<file path="src/rtl/bioz_siggen_clkgen.sv">
// bioz_siggen_clkgen: divides clk into a glitch-free quadrature I/Q excitation clock pair with Fsel-selected frequency
module bioz_siggen_clkgen #(
  parameter int BASE_DIV = 256,
  parameter int FSEL_MAX = 10,
  parameter int CNT_W    = 18
) (
  input  logic       clk,
  input  logic       rst,
  input  logic       enable,
  input  logic [3:0] Fsel,
  output logic       clk_i,
  output logic       clk_q,
  output logic       period_strobe,
  output logic       running,
  output logic [3:0] fsel_active,
  output logic       fsel_err
);
  typedef enum logic {IDLE, RUN} state_t;
  state_t state, state_nx;
  logic en_m, en_s, strobe_q, strobe_nx, err_nx, load, tc;
  logic [1:0] phase, phase_nx;
  logic [CNT_W-1:0] cnt, cnt_nx, term;
  logic [3:0] fsel_cl, fsel_nx;
  assign fsel_cl = (Fsel > 4'(FSEL_MAX)) ? 4'(FSEL_MAX) : Fsel;
  assign term = (CNT_W'(BASE_DIV) << fsel_active) - CNT_W'(1);
  assign tc = cnt == term;
  // the entry cycle counts as the first cycle of the period, so strobe/running come straight from en_s
  assign running = (state == RUN) | en_s;
  assign period_strobe = strobe_q | ((state == IDLE) & en_s);
  always_comb begin
    state_nx = state;
    cnt_nx = cnt;
    phase_nx = phase;
    strobe_nx = 1'b0;
    load = 1'b0;
    if (state == IDLE) begin
      if (en_s) begin
        state_nx = RUN;
        cnt_nx = CNT_W'(1);
        load = 1'b1;
      end
    end else if (!en_s) begin
      state_nx = IDLE;
      cnt_nx = '0;
      phase_nx = 2'd0;
    end else if (tc) begin
      cnt_nx = '0;
      phase_nx = phase + 2'd1;
      load = phase == 2'd3;
      strobe_nx = phase == 2'd3;
    end else begin
      cnt_nx = cnt + CNT_W'(1);
    end
    fsel_nx = load ? fsel_cl : fsel_active;
    err_nx = fsel_err | (load & (Fsel > 4'(FSEL_MAX)));
  end
  always_ff @(posedge clk or posedge rst) begin
    if (rst) begin
      en_m <= 1'b0;
      en_s <= 1'b0;
      state <= IDLE;
      cnt <= '0;
      phase <= 2'd0;
      clk_i <= 1'b0;
      clk_q <= 1'b0;
      strobe_q <= 1'b0;
      fsel_active <= 4'd0;
      fsel_err <= 1'b0;
    end else begin
      en_m <= enable;
      en_s <= en_m;
      state <= state_nx;
      cnt <= cnt_nx;
      phase <= phase_nx;
      clk_i <= phase_nx[1];
      clk_q <= phase_nx[1] ^ phase_nx[0];
      strobe_q <= strobe_nx;
      fsel_active <= fsel_nx;
      fsel_err <= err_nx;
    end
  end
endmodule

</file>
<file path="config.mk">
export PLATFORM = sky130hd
export DESIGN_NAME = bioz_siggen_clkgen
export DESIGN_NICKNAME = d
export VERILOG_FILES = /design/src/rtl/bioz_siggen_clkgen.sv
export SDC_FILE = /design/constraint.sdc
export NUM_CORES = 1
export LEC_CHECK = 0
export ABC_CLOCK_PERIOD_IN_PS = 2750
export CAP_MARGIN = 25
export CORE_ASPECT_RATIO = 1.25
export CORE_MARGIN = 2
export CORE_UTILIZATION = 40
export DETAILED_ROUTE_END_ITERATION = 7
export GPL_TIMING_DRIVEN = 0
export SYNTH_ARGS = -nofsm -noshare
export SYNTH_HDL_FRONTEND = slang
export SYNTH_SLANG_ARGS = --single-unit
</file>
<file path="constraint.sdc">
create_clock -name clk -period 2.75 [get_ports clk]
set_clock_uncertainty 0.05 [all_clocks]
set_input_delay 0.4125 -clock clk [delete_from_list [all_inputs] [get_ports clk]]
set_output_delay 0.4125 -clock clk [all_outputs]
set_load 0.01 [all_outputs]
</file>
# Yosys cells after proc, flatten, opt, wreduce, memory -nomap -nowiden
# Index checks and enable logic that the tools add are counted.
# classes
n_addsub	3
order_cmp	1
eq_ne	2
shift	1
mux	13
bitwise	7
reduce_logical	1
# ops
op	n
two-way mux 18 bit	4
adder 18 x 1 -> 18 bit, second input constant	1
== test 18 bit	1
<< shifter 9 x 4 -> 18 bit, first input constant	1
subtractor 18 x 2 -> 18 bit, second input constant	1
two-way mux 2 bit	3
two-way mux 1 bit	5
greater-than comparator 4 bit, second input constant	1
two-way mux 4 bit	1
OR 1 bit	3
adder 2 x 1 -> 2 bit, second input constant	1
bitwise AND 1 bit	2
== test 2 bit, second input constant	1
nonzero test 2 bit	1
inverter 1 bit	1
XOR 1 bit	1
# totals
register_bits	31
input_bits	7
out_inout_bits	9
word_cells	38

# Longest topological paths before layout
# logic_depth
ltp_word	8
mapped_depth	12
ltp_nobuf	9

# Worst setup path after synthesis
# No wires, ideal clock.
# synth_timing
path_type	register to register
startpoint	register fsel_active[3]
endpoint	register fsel_active[0]
setup_time_ps	125
arrival_ps	2918
required_time_ps	2575
slack_ps	-343
stages_incl_launch_ff	10
path_buffers	1
synth_period_minus_slack_ps	3093
cell_sequence	dfrtp_1 -> or4_4 -> ha_1 -> buf_2 -> nor2b_1 -> o21a_1 -> nor3_1 -> o2111ai_4 -> o32ai_4 -> mux2_4
# synth_via
elab_chain_len	6
# synth_lines
element	line_no	rtl
start, declared	15	output logic [3:0] fsel_active,
start signal, assigned	78	fsel_active <= fsel_nx;
<< shifter 9 x 4 -> 18 bit	25	assign term = (CNT_W'(BASE_DIV) << fsel_active) - CNT_W'(1);
subtractor 18 x 2 -> 18 bit	25	
== test 18 bit	26	assign tc = cnt == term;
two-way mux 1 bit	46	end else if (tc) begin
two-way mux 1 bit	42	end else if (!en_s) begin
two-way mux 1 bit	36	if (state == IDLE) begin
# Every way passes these cells.
# A chain may end at the register's enable or synchronous reset.

# Worst setup path in the final report
# layout_timing
startpoint	register fsel_active[1]
endpoint	register fsel_active[3]
# Same word-level chain as after synthesis.

==> results.md <==
- Clock slew at reported path FFs: 0.07 ns
- Die Area: 5594 sq um
- Num CTS Buffers: 5
- Pwr/cell area: 455.0 nW/um^2
- Initial antenna violation count: 0
- Final Total Pwr: 1172 uW
- GPL Wtd Cong: 0.8066
- Multiplexer share of the synthesized area: 2.748%
- R2R Setup Slk: -0.13 ns
- Least-Margin Pin Slew: 0.7020 ns
- Post-synthesis simple-gate area fraction: 22.67%
- Area Overhead vs Synth: 28.61%
- Worst setup margin: -0.1312 ns
- Kind of end point of the critical path: register
- Leading cell types by count after synthesis: 32 x nand2_1, 30 x dfrtp_1, 16 x o21ai_0
- GR Overflow Total: 0
- Layout cell share with drive strength beyond 1: 21.76%
- Post-synthesis async set-or-reset flop share: 100.0%
- Slew headroom: 52.84%
- CTS tree: built
- Post-synth top area share: 37.48%
- Yosys top cell by area: dfrtp_1
- Initial core utilization: 42.04%
- RSZ-0062 raised after global routing: true
- Synthesized area per cell: 8.747 sq um
- Post-Synth XOR/XNOR Area: 3.061%
- Failing checks: negative setup slack
- Warnings, synthesis: 0
- DRT antenna net count: 0
- Cell Area, Synth: 2003 sq um
- CP Launch Type: register
- Synth area leaders: dfrtp_1 37%, nand2_1 6.0%, o21ai_0 4.0%
- Drt wl/cell: 15.21 microns
- Die Ht: 83.12 microns
- Final worst-path cycle share: 104.8%
- Syn_nets: 239
- Core area: 4765 sq um
- Port Buf Inserts: 15
- First-pass GRT wire length: 8507 microns
- H-tree lvl count: 2
- Hold Vio Cnt, Final: 0
- Multi-input logic area: 1284 sq um
- Post-synth EDFFs: 0
- Root Buffer: clkbuf_8
- Drt drc: 0
- DR vias/cell: 5.696
- Fillers: 450
- Total Routing Usage GR: 19.60%
- CP required: 2.87 ns
- Detailed Routing Iterations Pass 1: 4
- Cells after synthesis: 229
- # IOs: 16
- Maximum clock frequency: 0.3471 GHz
- Largest net degree at the start of global routing: 19
- Hpwl dp: 3471 microns
- CTS max path bufs: 2
- Die width: 67.30 microns
- DRT Wirelength: 4898 microns
- Clock sink total: 30
- Synth Area in Compound Gates: 27.42%
- Nets@finish: 271
- Final Setup Violations: 12
- WHS: 0.3087 ns
- Util after Layout: 54.07%
- Vias in the first global route: 1822
- Routed vias: 1834
- Most common cell in the synthesized netlist: nand2_1
- Row cnt: 28
- Clock Latency Late Sink: 0.29 ns
- Sequential share of the synthesized area: 37.48%
- ANT cells: 0
- Tmin final: 2.881 ns
- Worst Path Arrival: 3.00 ns
- Synth Register Bits: 30
- Top FF cell, synth: dfrtp_1
- Setup CP Type: reg2reg
- Leak pwr: 0.001115 uW
- Slew Viols, Final: 0
- Adder-cell share of the synthesized area: 1.874%
- Main combinational cell family by area after synthesis: compound AO/OA/AOI/OAI gates
- Status: finished, violations left
- Critical Path Fanout Max: 5
- Netlist cell types: 55
- IR drop worst, VDD: 0.3064 mV
- Iteration-0 DRC Markers: 103
- Reg area: 752.0 sq um
- Max-cap viol count: 0
- Type of the tightest min-delay check: reg2reg
worst paths after layout:
| kind | startpoint | to | depth (start not counted) |
|---|---|---|---|
| worst max-delay path | fsel_active[1] | fsel_active[3] | 8 |
| worst min-delay path | en_m | en_s | 0 |
| worst max register to register | fsel_active[1] | fsel_active[3] | 8 |
| worst min register to register | en_m | en_s | 0 |
| max in group asynchronous | rst | fsel_active[3] | 3 |
| min in group asynchronous | rst | en_m | 2 |
layer usage:
metal	vias to the layer above	GRT usage (%)	part of all wire, %
li1	908	-	-
met1	897	24.87	42
met3	7	3.252	2.4
met5	-	0	0
met4	0	6.494	1.4
met2	22	33.03	54
power breakdown:
group	switching, uW	internal, uW
registers	15.9	458
clock network	176	201
logic	174	148
total	366	807
cell type report:
cell class	count	area share, %
buffer	13	2.671
clock buffer	6	3.205
clock inverter	2	0.4857
inverter	9	1.311
multi-input combinational	176	49.83
sequential	30	29.19
tap	60	2.914
timing repair buffer	26	10.39
layout by cell type, fill, tap and decap left out, types with 3 or more instances in the layout:
cell type and instances:
a21o_1 4, a21oi_1 9, a221o_1 3, and3_1 10, buf_2 4, buf_4 7
buf_6 4, clkbuf_1 6, clkbuf_8 6, clkdlybuf4s50_1 15, dfrtp_1 29, inv_1 9
mux2_4 3, nand2_1 32, nand3_1 9, nand4_1 3, nor2_1 12, nor3_1 8
o21a_1 5, o21ai_0 10, o21ai_1 4, o21ai_2 3, o22ai_2 4, xor2_1 5
flip-flops by register name, summed over array words and instances, names as in the netlist:
| signal | count |
|---|---|
| cnt | 18 |
| fsel_active | 4 |
| clk_i | 1 |
| clk_q | 1 |
| en_m | 1 |
| en_s | 1 |
| fsel_err | 1 |
| phase | 1 |
| state | 1 |
| strobe_q | 1 |
timing repair:
item | 4_1_cts | 5_1_grt
endpoints found under the setup margin | 19 | 23
gates resized for setup | 14 | 19
hold buffers | 0 | 0
pin swaps | 6 | 18
hold endpoints to repair | 0 | 0
setup buffers | 9 | 1
kinds of logic after synthesis:
| family | after synthesis |
|---|---|
| adder cells (fa/ha/maj) | 3 |
| AO/OA/AOI/OAI | 71 |
| AND/OR/NAND/NOR | 91 |
| multiplexers | 4 |
| flip-flops | 30 |
| XOR/XNOR | 7 |
| buffers and inverters | 23 |
worst max-delay path, stage by stage (launching register included):
cell,delay (ns)
dfrtp_1,0.40
or4_4,0.57
ha_4,0.19
or4_1,0.42
a21o_1,0.19
o221ai_2,0.07
o21ai_2,0.12
o32ai_4,0.42
mux2_4,0.33
through the flow:
stage          setup WS (ns)  TNS, ns  instance area, sq um  cells
5_1_grt              -0.2744   -2.806                  2576    322
3_5_place_dp         -0.2706   -3.376                  2283    305
6_report             -0.1312  -0.5952                  2576    322
4_1_cts              -0.1754   -2.233                  2495    322
3_3_place_gp         -0.2670   -3.304                  2256    304
2_1_floorplan       -0.04519  -0.1329                  2031    229
Note: power is estimated with default switching activity, not from simulation.
